`src/rtl/program_loader.sv`:
```
// Boot-time loader: assembles a framed little-endian byte stream (word count + words) into program-memory writes.
// Latency: one registered write strobe in the cycle after the edge that accepts byte 3 of each word.
// Backpressure: none needed; in_ready = busy and it takes one byte every cycle while HEADER/DATA.
//
// Ports:
//   clk, reset_n           - clock, asynchronous active-low reset
//   start                  - one-cycle pulse; re-arms a load from any state
//   in_data/in_valid/in_ready - byte stream handshake (in_ready from state only)
//   mem_we/mem_address/mem_data - registered single-cycle word write to program memory
//   busy/done/error        - load status; done/error held until the next start
module program_loader #(
    parameter int PROGRAM_MEMORY_ADDRESS_BITWIDTH = 16,
    parameter int PROGRAM_MEMORY_SIZE_BYTE        = 65536
) (
    input  logic                                       clk,
    input  logic                                       reset_n,
    input  logic                                       start,
    input  logic [7:0]                                 in_data,
    input  logic                                       in_valid,
    output logic                                       in_ready,
    output logic                                       mem_we,
    output logic [PROGRAM_MEMORY_ADDRESS_BITWIDTH-1:0] mem_address,
    output logic [31:0]                                mem_data,
    output logic                                       busy,
    output logic                                       done,
    output logic                                       error
);

    localparam int          AW       = PROGRAM_MEMORY_ADDRESS_BITWIDTH;
    localparam int          WIW      = AW - 1;
    localparam logic [31:0] WORD_CAP = 32'(PROGRAM_MEMORY_SIZE_BYTE / 4);

    typedef enum logic [2:0] {
        S_IDLE,
        S_HEADER,
        S_DATA,
        S_DONE,
        S_ERROR
    } state_t;

    state_t         state_q, state_d;
    logic [1:0]     byte_idx_q, byte_idx_d;
    logic [WIW-1:0] word_idx_q, word_idx_d;
    logic [31:0]    count_q, count_d;
    logic [23:0]    wbuf_q, wbuf_d;      // bytes 0..2 of the word being assembled
    logic           mem_we_q, mem_we_d;
    logic [AW-1:0]  mem_addr_q, mem_addr_d;
    logic [31:0]    mem_data_q, mem_data_d;

    logic           busy_w;
    logic           accept;
    logic [31:0]    count_full;
    logic [31:0]    word_next;

    assign busy_w     = (state_q == S_HEADER) || (state_q == S_DATA);
    assign accept     = in_valid && busy_w;
    // Header value as it stands once the current byte is folded in as byte 3.
    assign count_full = {in_data, count_q[23:0]};
    // Compared against the full 32-bit count so oversize headers can never alias.
    assign word_next  = 32'(word_idx_q) + 32'd1;

    always_ff @(posedge clk or negedge reset_n) begin
        if (!reset_n) begin
            state_q    <= S_IDLE;
            byte_idx_q <= '0;
            word_idx_q <= '0;
            count_q    <= '0;
            wbuf_q     <= '0;
            mem_we_q   <= 1'b0;
            mem_addr_q <= '0;
            mem_data_q <= '0;
        end else begin
            state_q    <= state_d;
            byte_idx_q <= byte_idx_d;
            word_idx_q <= word_idx_d;
            count_q    <= count_d;
            wbuf_q     <= wbuf_d;
            mem_we_q   <= mem_we_d;
            mem_addr_q <= mem_addr_d;
            mem_data_q <= mem_data_d;
        end
    end

    always_comb begin
        state_d    = state_q;
        byte_idx_d = byte_idx_q;
        word_idx_d = word_idx_q;
        count_d    = count_q;
        wbuf_d     = wbuf_q;
        mem_we_d   = 1'b0;
        mem_addr_d = mem_addr_q;
        mem_data_d = mem_data_q;

        if (start) begin
            // start wins over a byte accepted in the same cycle; that byte is dropped.
            state_d    = S_HEADER;
            byte_idx_d = '0;
            word_idx_d = '0;
            count_d    = '0;
            wbuf_d     = '0;
        end else if (accept) begin
            byte_idx_d = byte_idx_q + 2'd1;   // wraps 3 -> 0
            if (state_q == S_HEADER) begin
                case (byte_idx_q)
                    2'd0: count_d[7:0]   = in_data;
                    2'd1: count_d[15:8]  = in_data;
                    2'd2: count_d[23:16] = in_data;
                    default: begin
                        count_d = count_full;
                        if (count_full == 32'd0) begin
                            state_d = S_DONE;
                        end else if (count_full > WORD_CAP) begin
                            state_d = S_ERROR;
                        end else begin
                            state_d = S_DATA;
                        end
                    end
                endcase
            end else begin
                case (byte_idx_q)
                    2'd0: wbuf_d[7:0]   = in_data;
                    2'd1: wbuf_d[15:8]  = in_data;
                    2'd2: wbuf_d[23:16] = in_data;
                    default: begin
                        mem_we_d   = 1'b1;
                        mem_data_d = {in_data, wbuf_q};
                        // Index of a written word is below the word capacity, so it fits AW-2 bits.
                        mem_addr_d = {word_idx_q[AW-3:0], 2'b00};
                        word_idx_d = word_next[WIW-1:0];
                        if (word_next == count_q) begin
                            state_d = S_DONE;
                        end
                    end
                endcase
            end
        end
    end

    assign busy        = busy_w;
    assign in_ready    = busy_w;
    assign done        = (state_q == S_DONE);
    assign error       = (state_q == S_ERROR);
    assign mem_we      = mem_we_q;
    assign mem_address = mem_addr_q;
    assign mem_data    = mem_data_q;

endmodule

```
`config.mk`:
```
export PLATFORM = sky130hd
export DESIGN_NAME = program_loader
export DESIGN_NICKNAME = d
export VERILOG_FILES = /design/src/rtl/program_loader.sv
export SDC_FILE = /design/constraint.sdc
export NUM_CORES = 1
export LEC_CHECK = 0
export ABC_CLOCK_PERIOD_IN_PS = 6200
export CORE_MARGIN = 2
export CORE_UTILIZATION = 58
export CTS_CLUSTER_SIZE = 30
export DETAILED_ROUTE_END_ITERATION = 10
export GPL_ROUTABILITY_DRIVEN = 0
export GPL_TIMING_DRIVEN = 0
export PLACE_DENSITY = 0.82
export SLEW_MARGIN = 20
export SYNTH_ARGS = -nofsm -noshare
export SYNTH_HDL_FRONTEND = slang
export SYNTH_SLANG_ARGS = --single-unit
```
`constraint.sdc`:
```
create_clock -name clk -period 6.2 [get_ports clk]
set_input_delay 0.62 -clock clk [delete_from_list [all_inputs] [get_ports clk]]
set_output_delay 0.62 -clock clk [all_outputs]
set_load 0.02 [all_outputs]
```
After elaboration in Yosys (flattened, before gate mapping)

Cells that the tools add are included.

Logic and storage cells: 77
Register bits: 123
Input bits: 12
Output and inout bits: 53

Magnitude comparators: 1
Reduce and logical (&&, ||, !) cells: 21
Add/sub/neg operators: 2
Bitwise operators: 3
Muxes and demuxes: 28
Equality and inequality tests: 9

Operators by type and width:

| operator                | count |
|---|---|
| $mux W32                | 3 |
| $mux W24                | 3 |
| $mux W15                | 4 |
| $eq A16 B32 Y1          | 1 |
| $gt A32 B15 Y1 const B  | 1 |
| $logic_not A32 Y1       | 1 |
| $mux W8                 | 4 |
| $reduce_and A3 Y1       | 9 |
| $mux W3                 | 8 |
| $add A15 B1 Y16 const B | 1 |
| $reduce_bool A2 Y1      | 5 |
| $eq A3 B2 Y1 const B    | 2 |
| $mux W1                 | 4 |
| $mux W2                 | 2 |
| $reduce_and A4 Y1       | 1 |
| $eq A3 B1 Y1 const B    | 1 |
| $eq A3 B3 Y1 const B    | 1 |
| $not A1 Y1              | 3 |
| $reduce_bool A3 Y1      | 1 |
| $reduce_or A3 Y1        | 1 |
| $add A2 B1 Y2 const B   | 1 |
| $eq A2 B1 Y1 const B    | 1 |
| $eq A2 B2 Y1 const B    | 1 |
| $logic_not A2 Y1        | 1 |
| other kinds (4)         | 4 |

Logic depth before layout (Yosys ltp)

Gate-level depths: netlist (run 1).

Word-level depth: 7
Mapped depth: 8

Least setup slack after synthesis (run 1)

OpenSTA, ideal clock, no wires.

Path type: reg-to-reg
Start: reg word_idx_q[0]
End: reg state_q[0]
Required time: 6.072 ns
Setup slack: 3.885 ns
Arrival time: 2.187 ns
Period minus slack after synthesis: 2.315 ns
Buffers on the path: 0
Cell stages (with the launch flop): 9
Path through: dfrtp_1 -> ha_1 -> and2_4 -> o21ai_0 -> a21oi_1 -> or3_1 -> nor4_2 -> a31oi_2 -> mux2_1

Word-level cells in the longest chain between the ends: 4

RTL lines:

| what                         | line | RTL |
|---|---|---|
| start: declaration           | 43   | `logic [WIW-1:0] word_idx_q, word_idx_d;` |
| start signal: assignment     | 75   | `word_idx_q <= word_idx_d;` |
| $add A15 B1 Y16              | 60   | `assign word_next = 32'(word_idx_q) + 32'd1;` |
| $eq A16 B32 Y1               | 130  | `if (word_next == count_q) begin` |
| $reduce_bool A3 Y1 (no line) | -    |  |
| $reduce_and A3 Y1 (no line)  | -    |  |
| end signal: assignment       | 73   | `state_q <= state_d;` |
| end: declaration             | 41   | `state_t state_q, state_d;` |

No other way between the ends.
A chain may end at the register's enable or synchronous reset.

Worst setup path in the final report (run 1)

Start: reg state_q[0]
End: out in_ready

Word-level cells in the longest chain between the ends: 2
Elaborated cells on any way between the ends: 3

RTL lines:

| what                                                | line | RTL |
|---|---|---|
| $eq A3 B1 Y1 / $eq A3 B2 Y1 (equally long branches) | 55   | `assign busy_w = (state_q == S_HEADER) \|\| (state_q == S_DATA);` |
| $logic_or A1 B1 Y1 (*)                              | 55   |  |
| end: declaration                                    | 20   | `output logic in_ready,` |

Every way passes the cells marked *; elsewhere a longest branch is shown, timed or not.

==> results.sh, run 1 <==
export IMPL_fmax_mhz=361.6
export IMPL_power_w=0.002127
export IMPL_cts_max_level=4
export IMPL_port_buffers=61
export IMPL_grt_max_degree=86
export IMPL_core_mm2=0.009153
export IMPL_grt_use_total=0.2873
export IMPL_fin_nets=643
export IMPL_yosys_top_cells_area="dfrtp_1 57%, nand2_1 10%, o21ai_0 5.9%"
export IMPL_firstDrtPassIters=5
export IMPL_reg2reg_to="state_q[0]$_DFFE_PN0P_"
export IMPL_ios=65
export IMPL_rr_worst_depth=8
export IMPL_cts_setup_buffers=0
export IMPL_whs_ns=-0.004497
export IMPL_num_fill_cells=602
export IMPL_synth_area_mm2=0.005419
export IMPL_critPathLaunchType="register"
export IMPL_rsz0062_at_grt="false"
export IMPL_cp_num_cells=4
export IMPL_yosys_area_top_type="dfrtp_1"
export IMPL_ys_ff_latch=123
export IMPL_start_util=0.5921
export IMPL_fin_crit_sh=0.4461
export IMPL_synthArstFlopShare=1.000
export IMPL_combPwrFrac=0.114
export IMPL_power_density_mw_per_mm2=313.2
export IMPL_cp_end_kind="output pin"
export IMPL_drive_gt1_frac=0.1113
export IMPL_p_int_w=0.001574
export IMPL_root_buffer="clkbuf_8"
export IMPL_sw_frac_of_total=0.2600
export IMPL_wl_per_cell_um=18.08
export IMPL_p_leak_nw=3.123
export IMPL_crit_chain="xnor2_1, nor2_2, buf_4, clkdlybuf4s50_1"
export IMPL_seq_power_share=0.422
export IMPL_hold_buffers=0
export IMPL_setup_ws_ns=3.434
export IMPL_num_rows=35
export IMPL_min_period_ns=2.766
export IMPL_synth_seq_area_share=0.5680
export IMPL_clkLatencyLatePin_ns=0.52
export IMPL_pre_cts_slack_ns=3.316
export IMPL_switchingPower_w=0.0005532
export IMPL_area_delta_synth_final_pct=25.33
export IMPL_violations="hold timing"
export IMPL_final_max_slew_viol_count=0
export IMPL_grt_overflow=0
export IMPL_numCtsBuffers=17
export IMPL_die_w_um=100.7
export IMPL_crit_family="buffers and inverters"
export IMPL_cts_tree="done"
export IMPL_grt_pass1_wl_mm=22.26
export IMPL_maxSlewHeadroom=0.5597
export IMPL_synthesis_instances=544
export IMPL_die_y_um=100.7
export IMPL_antenna_found_initial=0
export IMPL_setup_viol=0
export IMPL_clock_skew_ns=0.007702
export IMPL_clk_pin_slew_worst_paths_ns=0.06
export IMPL_finalHoldViolations=7
export IMPL_power_frac_clock=0.464
export IMPL_tightest_slew_ns=0.6604
export IMPL_r2r_start="word_idx_q[0]$_DFFE_PN0P_"
export IMPL_slowest_delay_ns=0.59
export IMPL_dp_hpwl_mm=8.722
export IMPL_path_buf_inv=2
export IMPL_viasPerCell=5.947
export IMPL_critPathMaxFanout=6
export IMPL_ys_flop_type="dfrtp_1"
export IMPL_via_count=4454
export IMPL_timing_worst_setup_path_type="reg2out"
export IMPL_status="complete, but fails checks"
export IMPL_ys_types=48
export IMPL_synth_top_area_share=0.5680
export IMPL_antennaDiodeCount=0
export IMPL_clockBufferDepth=2
export IMPL_crit_required_ns=5.58
export IMPL_drt_iter0_drc=396
export IMPL_max_cap_viol_count=0
export IMPL_slowest_stage="clkdlybuf4s50_1"
export IMPL_cts_sinks=123
export IMPL_synth_area_per_cell_um2=9.961
export IMPL_ant_nets=0
export IMPL_cts_repair_resized=0
export IMPL_hp_class="in2async"
export IMPL_totalWireLength_mm=13.55
export IMPL_drc_errors=0
export IMPL_synth_edf_count=0
export IMPL_layout_commonest_cell="nand2_1"
export IMPL_die_area_mm2=0.01013
export IMPL_final_cell_mix="146 x nand2_1, 123 x dfrtp_1, 64 x o21ai_0"
export IMPL_ys_warn_count=0
export IMPL_ir_worst_vdd_mv=0.2917
export IMPL_grt_pass1_vias=4492
export IMPL_r2r_slack_ns=3.48
export IMPL_arrival_ns=2.15
## Yosys cell counts (2+ instances only)
cell	instances
buf_4	5
a21oi_1	16
o21ai_0	64
buf_2	2
clkbuf_1	17
and3_1	3
inv_1	9
xnor2_1	13
nor3_1	5
dfrtp_1	123
and4_1	2
or3_1	5
o31ai_1	2
and2_1	2
buf_1	2
nand3_1	8
mux2i_1	4
nor2_1	19
ha_1	5
a211o_1	2
nor4_1	10
nand2_1	146
mux2_2	21
a31oi_1	5
xor2_1	15
nand2b_1	13
nand4_1	5
## per-stage QoR
step	TNS (ns)	instances	instance area, um^2	utilization
global route	0	749	6792	0.7420
detailed placement	0	718	6201	0.6775
CTS	0	749	6792	0.7420
floorplan	0	545	5423	-
global placement	-1.001	717	6172	0.6744
finish	0	749	6792	0.7420
## routing by layer
metal,global-route usage,share of wire
met5,0,0
met3,0.06449,0.058
met1,0.3563,0.39
met2,0.4954,0.52
met4,0.1022,0.024
## how the worst max path moves through the flow
stage                              startpoint                       end  slack [ns]
floorplan           word_idx_q[0]$_DFFE_PN0P_    state_q[0]$_DFFE_PN0P_        3.89
global placement                      reset_n  mem_data[12]$_DFFE_PN0P_       -0.02
detailed placement                   in_valid   mem_data[5]$_DFFE_PN0P_        3.32
CTS                    state_q[0]$_DFFE_PN0P_                  in_ready        3.46
global route        word_idx_q[0]$_DFFE_PN0P_    state_q[1]$_DFFE_PN0P_        3.28
finish                 state_q[0]$_DFFE_PN0P_                  in_ready        3.43
## power groups by stage
stage,logic [W],clock network (W),registers (W)
after floorplan,0.000146,0,0.000895
after CTS,0.000241,0.000989,0.000894
after detailed placement,0.000234,0,0.000906
final,0.000242,0.000988,0.000897
after global routing,0.000267,0.00103,0.000900
after global placement,0.000221,0,0.000902
## area by class of cell
type                       count  area [um^2]  area share
inverter                      10        37.54    0.005527
timing repair buffer          62        639.4     0.09414
sequential                   123         3078      0.4532
clock buffer                  20        445.4     0.06559
multi-input combinational    385         2183      0.3215
tap                          111        138.9     0.02045
clock inverter                11        145.1     0.02137
buffer                        27        123.9     0.01824
## logic make-up (layout without fill, tap and decap cells)
kind of cell | Yosys count | after routing | share of synthesized area
and+or+nand+nor | 230 | 230 | 0.1976
muxes | 26 | 26 | 0.05311
other | 1 | 2 | 0.0006920
AOI/OAI and AO/OA | 94 | 94 | 0.09398
xor gates and xnor gates | 28 | 28 | 0.04526
adders and majority gates | 5 | 5 | 0.01154
DFF | 123 | 123 | 0.5680
buffers and inverters | 37 | 130 | 0.02978
## flip-flops by register name (all words and copies together) (netlist names)
signal,cells
count_q,32
mem_data,32
wbuf_q,24
word_idx_q,15
mem_address,14
state_q,3
byte_idx_q,2
mem_we,1
(Power assumes the default switching activity.)
==> run 2: changes to the inputs <==
- ABC_CLOCK_PERIOD_IN_PS: 6200 -> 2600
- CORE_UTILIZATION: 58 -> 56
- PLACE_DENSITY: 0.82 -> 0.8
- clock period: 6.2 -> 2.6 ns (I/O delays scaled with it)
==> run 2 against run 1 <==
  * The flow now finishes without violations
  * Register-to-register slack got worse by 3.4 ns
  * Critical path depth is 4 higher
  * Total power up 130%
  * Cell count is 2.8% higher
  * Clock power rose by 130%
  * Die area grew 3.4%
  * Clock-buffer cell count down 3
  * Sequential power grew 140%
==> results.sh, run 2 (synthesized netlist as in run 1, its figures left out) <==
export IMPL_clockBufferDepth=2
export IMPL_layout_commonest_cell="nand2_1"
export IMPL_max_cap_viol_count=0
export IMPL_cts_tree="done"
export IMPL_min_period_ns=2.502
export IMPL_timing_worst_setup_path_type="reg2reg"
export IMPL_grt_overflow=0
export IMPL_r2r_slack_ns=0.1
export IMPL_hp_class="in2async"
export IMPL_start_util=0.5810
export IMPL_finalHoldViolations=0
export IMPL_stdcell_area_mm2=0.006823
export IMPL_num_rows=35
export IMPL_numCtsBuffers=17
export IMPL_ant_nets=0
export IMPL_critPathMaxFanout=6
export IMPL_slowest_stage="or4_1"
export IMPL_viasPerCell=5.656
export IMPL_clock_skew_ns=0.008324
export IMPL_cts_max_level=4
export IMPL_final_cell_mix="146 x nand2_1, 121 x dfrtp_1, 64 x o21ai_0"
export IMPL_antenna_found_initial=0
export IMPL_fmax_mhz=399.7
export IMPL_via_count=4355
export IMPL_tightest_slew_ns=0.6675
export IMPL_drive_gt1_frac=0.1217
export IMPL_grt_pass1_wl_mm=21.27
export IMPL_root_buffer="clkbuf_8"
export IMPL_grt_use_total=0.2715
export IMPL_power_frac_clock=0.454
export IMPL_maxSlewHeadroom=0.5550
export IMPL_seq_power_share=0.429
export IMPL_dp_hpwl_mm=8.536
export IMPL_rr_worst_depth=8
export IMPL_clk_pin_slew_worst_paths_ns=0.06
export IMPL_reg2reg_to="state_q[0]$_DFFE_PN0P_"
export IMPL_grt_max_degree=82
export IMPL_combPwrFrac=0.116
export IMPL_final_util=0.7315
export IMPL_core_mm2=0.009328
export IMPL_power_density_mw_per_mm2=726.9
export IMPL_drc_errors=0
export IMPL_area_delta_synth_final_pct=25.91
export IMPL_setup_viol=0
export IMPL_fin_crit_sh=0.9622
export IMPL_crit_family="simple AND/OR/NAND/NOR gates"
export IMPL_drt_iter0_drc=349
export IMPL_die_w_um=102.4
export IMPL_fin_nets=645
export IMPL_die_area_mm2=0.01048
export IMPL_cp_end_kind="register"
export IMPL_crit_chain="ha_1, and2_4, nand4_1, xnor2_1, or4_1, nor3_2, a31oi_2, mux2_1"
export IMPL_status="completed"
export IMPL_slowest_delay_ns=0.50
export IMPL_arrival_ns=2.91
export IMPL_antennaDiodeCount=0
export IMPL_crit_required_ns=3.01
export IMPL_port_buffers=61
export IMPL_path_buf_inv=0
export IMPL_wl_per_cell_um=16.87
export IMPL_switchingPower_w=0.001400
export IMPL_die_y_um=102.4
export IMPL_placed_cell_area_mm2=0.006223
export IMPL_ir_worst_vdd_mv=0.5749
export IMPL_firstDrtPassIters=5
export IMPL_critPathLaunchType="register"
export IMPL_final_max_slew_viol_count=0
export IMPL_grt_pass1_vias=4359
export IMPL_clkLatencyLatePin_ns=0.53
export IMPL_r2r_start="word_idx_q[0]$_DFFE_PN0P_"
export IMPL_rsz0062_at_grt="false"
export IMPL_p_leak_nw=3.130
export IMPL_totalWireLength_mm=12.99
export IMPL_cts_sinks=123
export IMPL_ios=65
export IMPL_p_int_w=0.003560
export IMPL_sw_frac_of_total=0.2822
export IMPL_whs_ns=0.2396
[run 2: cell count changes in the layout (fill, tap and decap cells not counted), sizes merged]
cell | before | now
buf | 11 | 12
bufinv | 3 | 1
clkbuf | 38 | 35
clkinv | 5 | 6
clkinvlp | 3 | 0
dlygate4sd3 | 0 | 1
inv | 10 | 18
[run 2: worst reg2reg max path, delay by kind of cell (launching register included)]
| family | cells | cell delay (ns) |
|---|---|---|
| XOR/XNOR | 1 | 0.17 |
| AND/OR/NAND/NOR | 4 | 0.99 |
| multiplexers | 1 | 0.35 |
| flip-flops | 1 | 0.45 |
| AO/OA/AOI/OAI | 1 | 0.18 |
| adder cells (fa/ha/maj) | 1 | 0.25 |
[run 2: per-stage QoR]
step | setup slack [ns] | setup TNS [ns] | std cells | total power, W
after floorplan | 0.2850 | 0 | 545 | 0.002483
after global placement | -3.194 | -391.89 | 735 | 0.002679
after detailed placement | -0.01847 | -0.02166 | 736 | 0.002709
after CTS | 0.001507 | 0 | 769 | 0.004963
after global routing | 0.0004141 | 0 | 770 | 0.005139
final | 0.09816 | 0 | 770 | 0.004960
[run 2: final cells by class]
class,count,area (um^2)
plain buffers,27,123.9
well taps,129,161.4
clock buffers,17,414.1
repair buffers,64,656.9
flip-flops and latches,123,3080
clock inverters,15,156.4
inverters,10,37.54
fillers,637,2505
multi-input cells,385,2192
[run 2: what timing repair did]
item / CTS / global route
endpoints found under the setup margin: 2 / 3
pin swaps: 0 / 2
resized for setup: 1 / 3
buffers inserted: 0 / 1
hold endpoints to repair: 42 / 0
hold buffers: 1 / 0
[run 2: how the worst max path moves through the flow]
stage,startpoint,endpoint,depth (start not counted)
2_1_floorplan,word_idx_q[0]$_DFFE_PN0P_,state_q[0]$_DFFE_PN0P_,8
6_report,word_idx_q[0]$_DFFE_PN0P_,state_q[0]$_DFFE_PN0P_,8
3_5_place_dp,word_idx_q[0]$_DFFE_PN0P_,state_q[1]$_DFFE_PN0P_,8
3_3_place_gp,reset_n,mem_data[12]$_DFFE_PN0P_,1
5_1_grt,word_idx_q[0]$_DFFE_PN0P_,state_q[0]$_DFFE_PN0P_,8
4_1_cts,word_idx_q[0]$_DFFE_PN0P_,state_q[0]$_DFFE_PN0P_,8
[run 2: power by group through the flow]
stage,Sequential (W),Combinational (W),Clock [W]
after global placement,0.00215,0.000527,0
after floorplan,0.00213,0.000348,0
after detailed placement,0.00216,0.000550,0
after global routing,0.00214,0.000638,0.00236
after CTS,0.00213,0.000569,0.00227
final,0.00213,0.000577,0.00225
[run 2: routing by layer]
metal	share of wire	up-vias	track usage
li1	-	2015	-
met1	0.40	2141	0.3442
met2	0.51	168	0.4448
met3	0.064	31	0.07387
met4	0.023	0	0.1118
met5	0	-	0
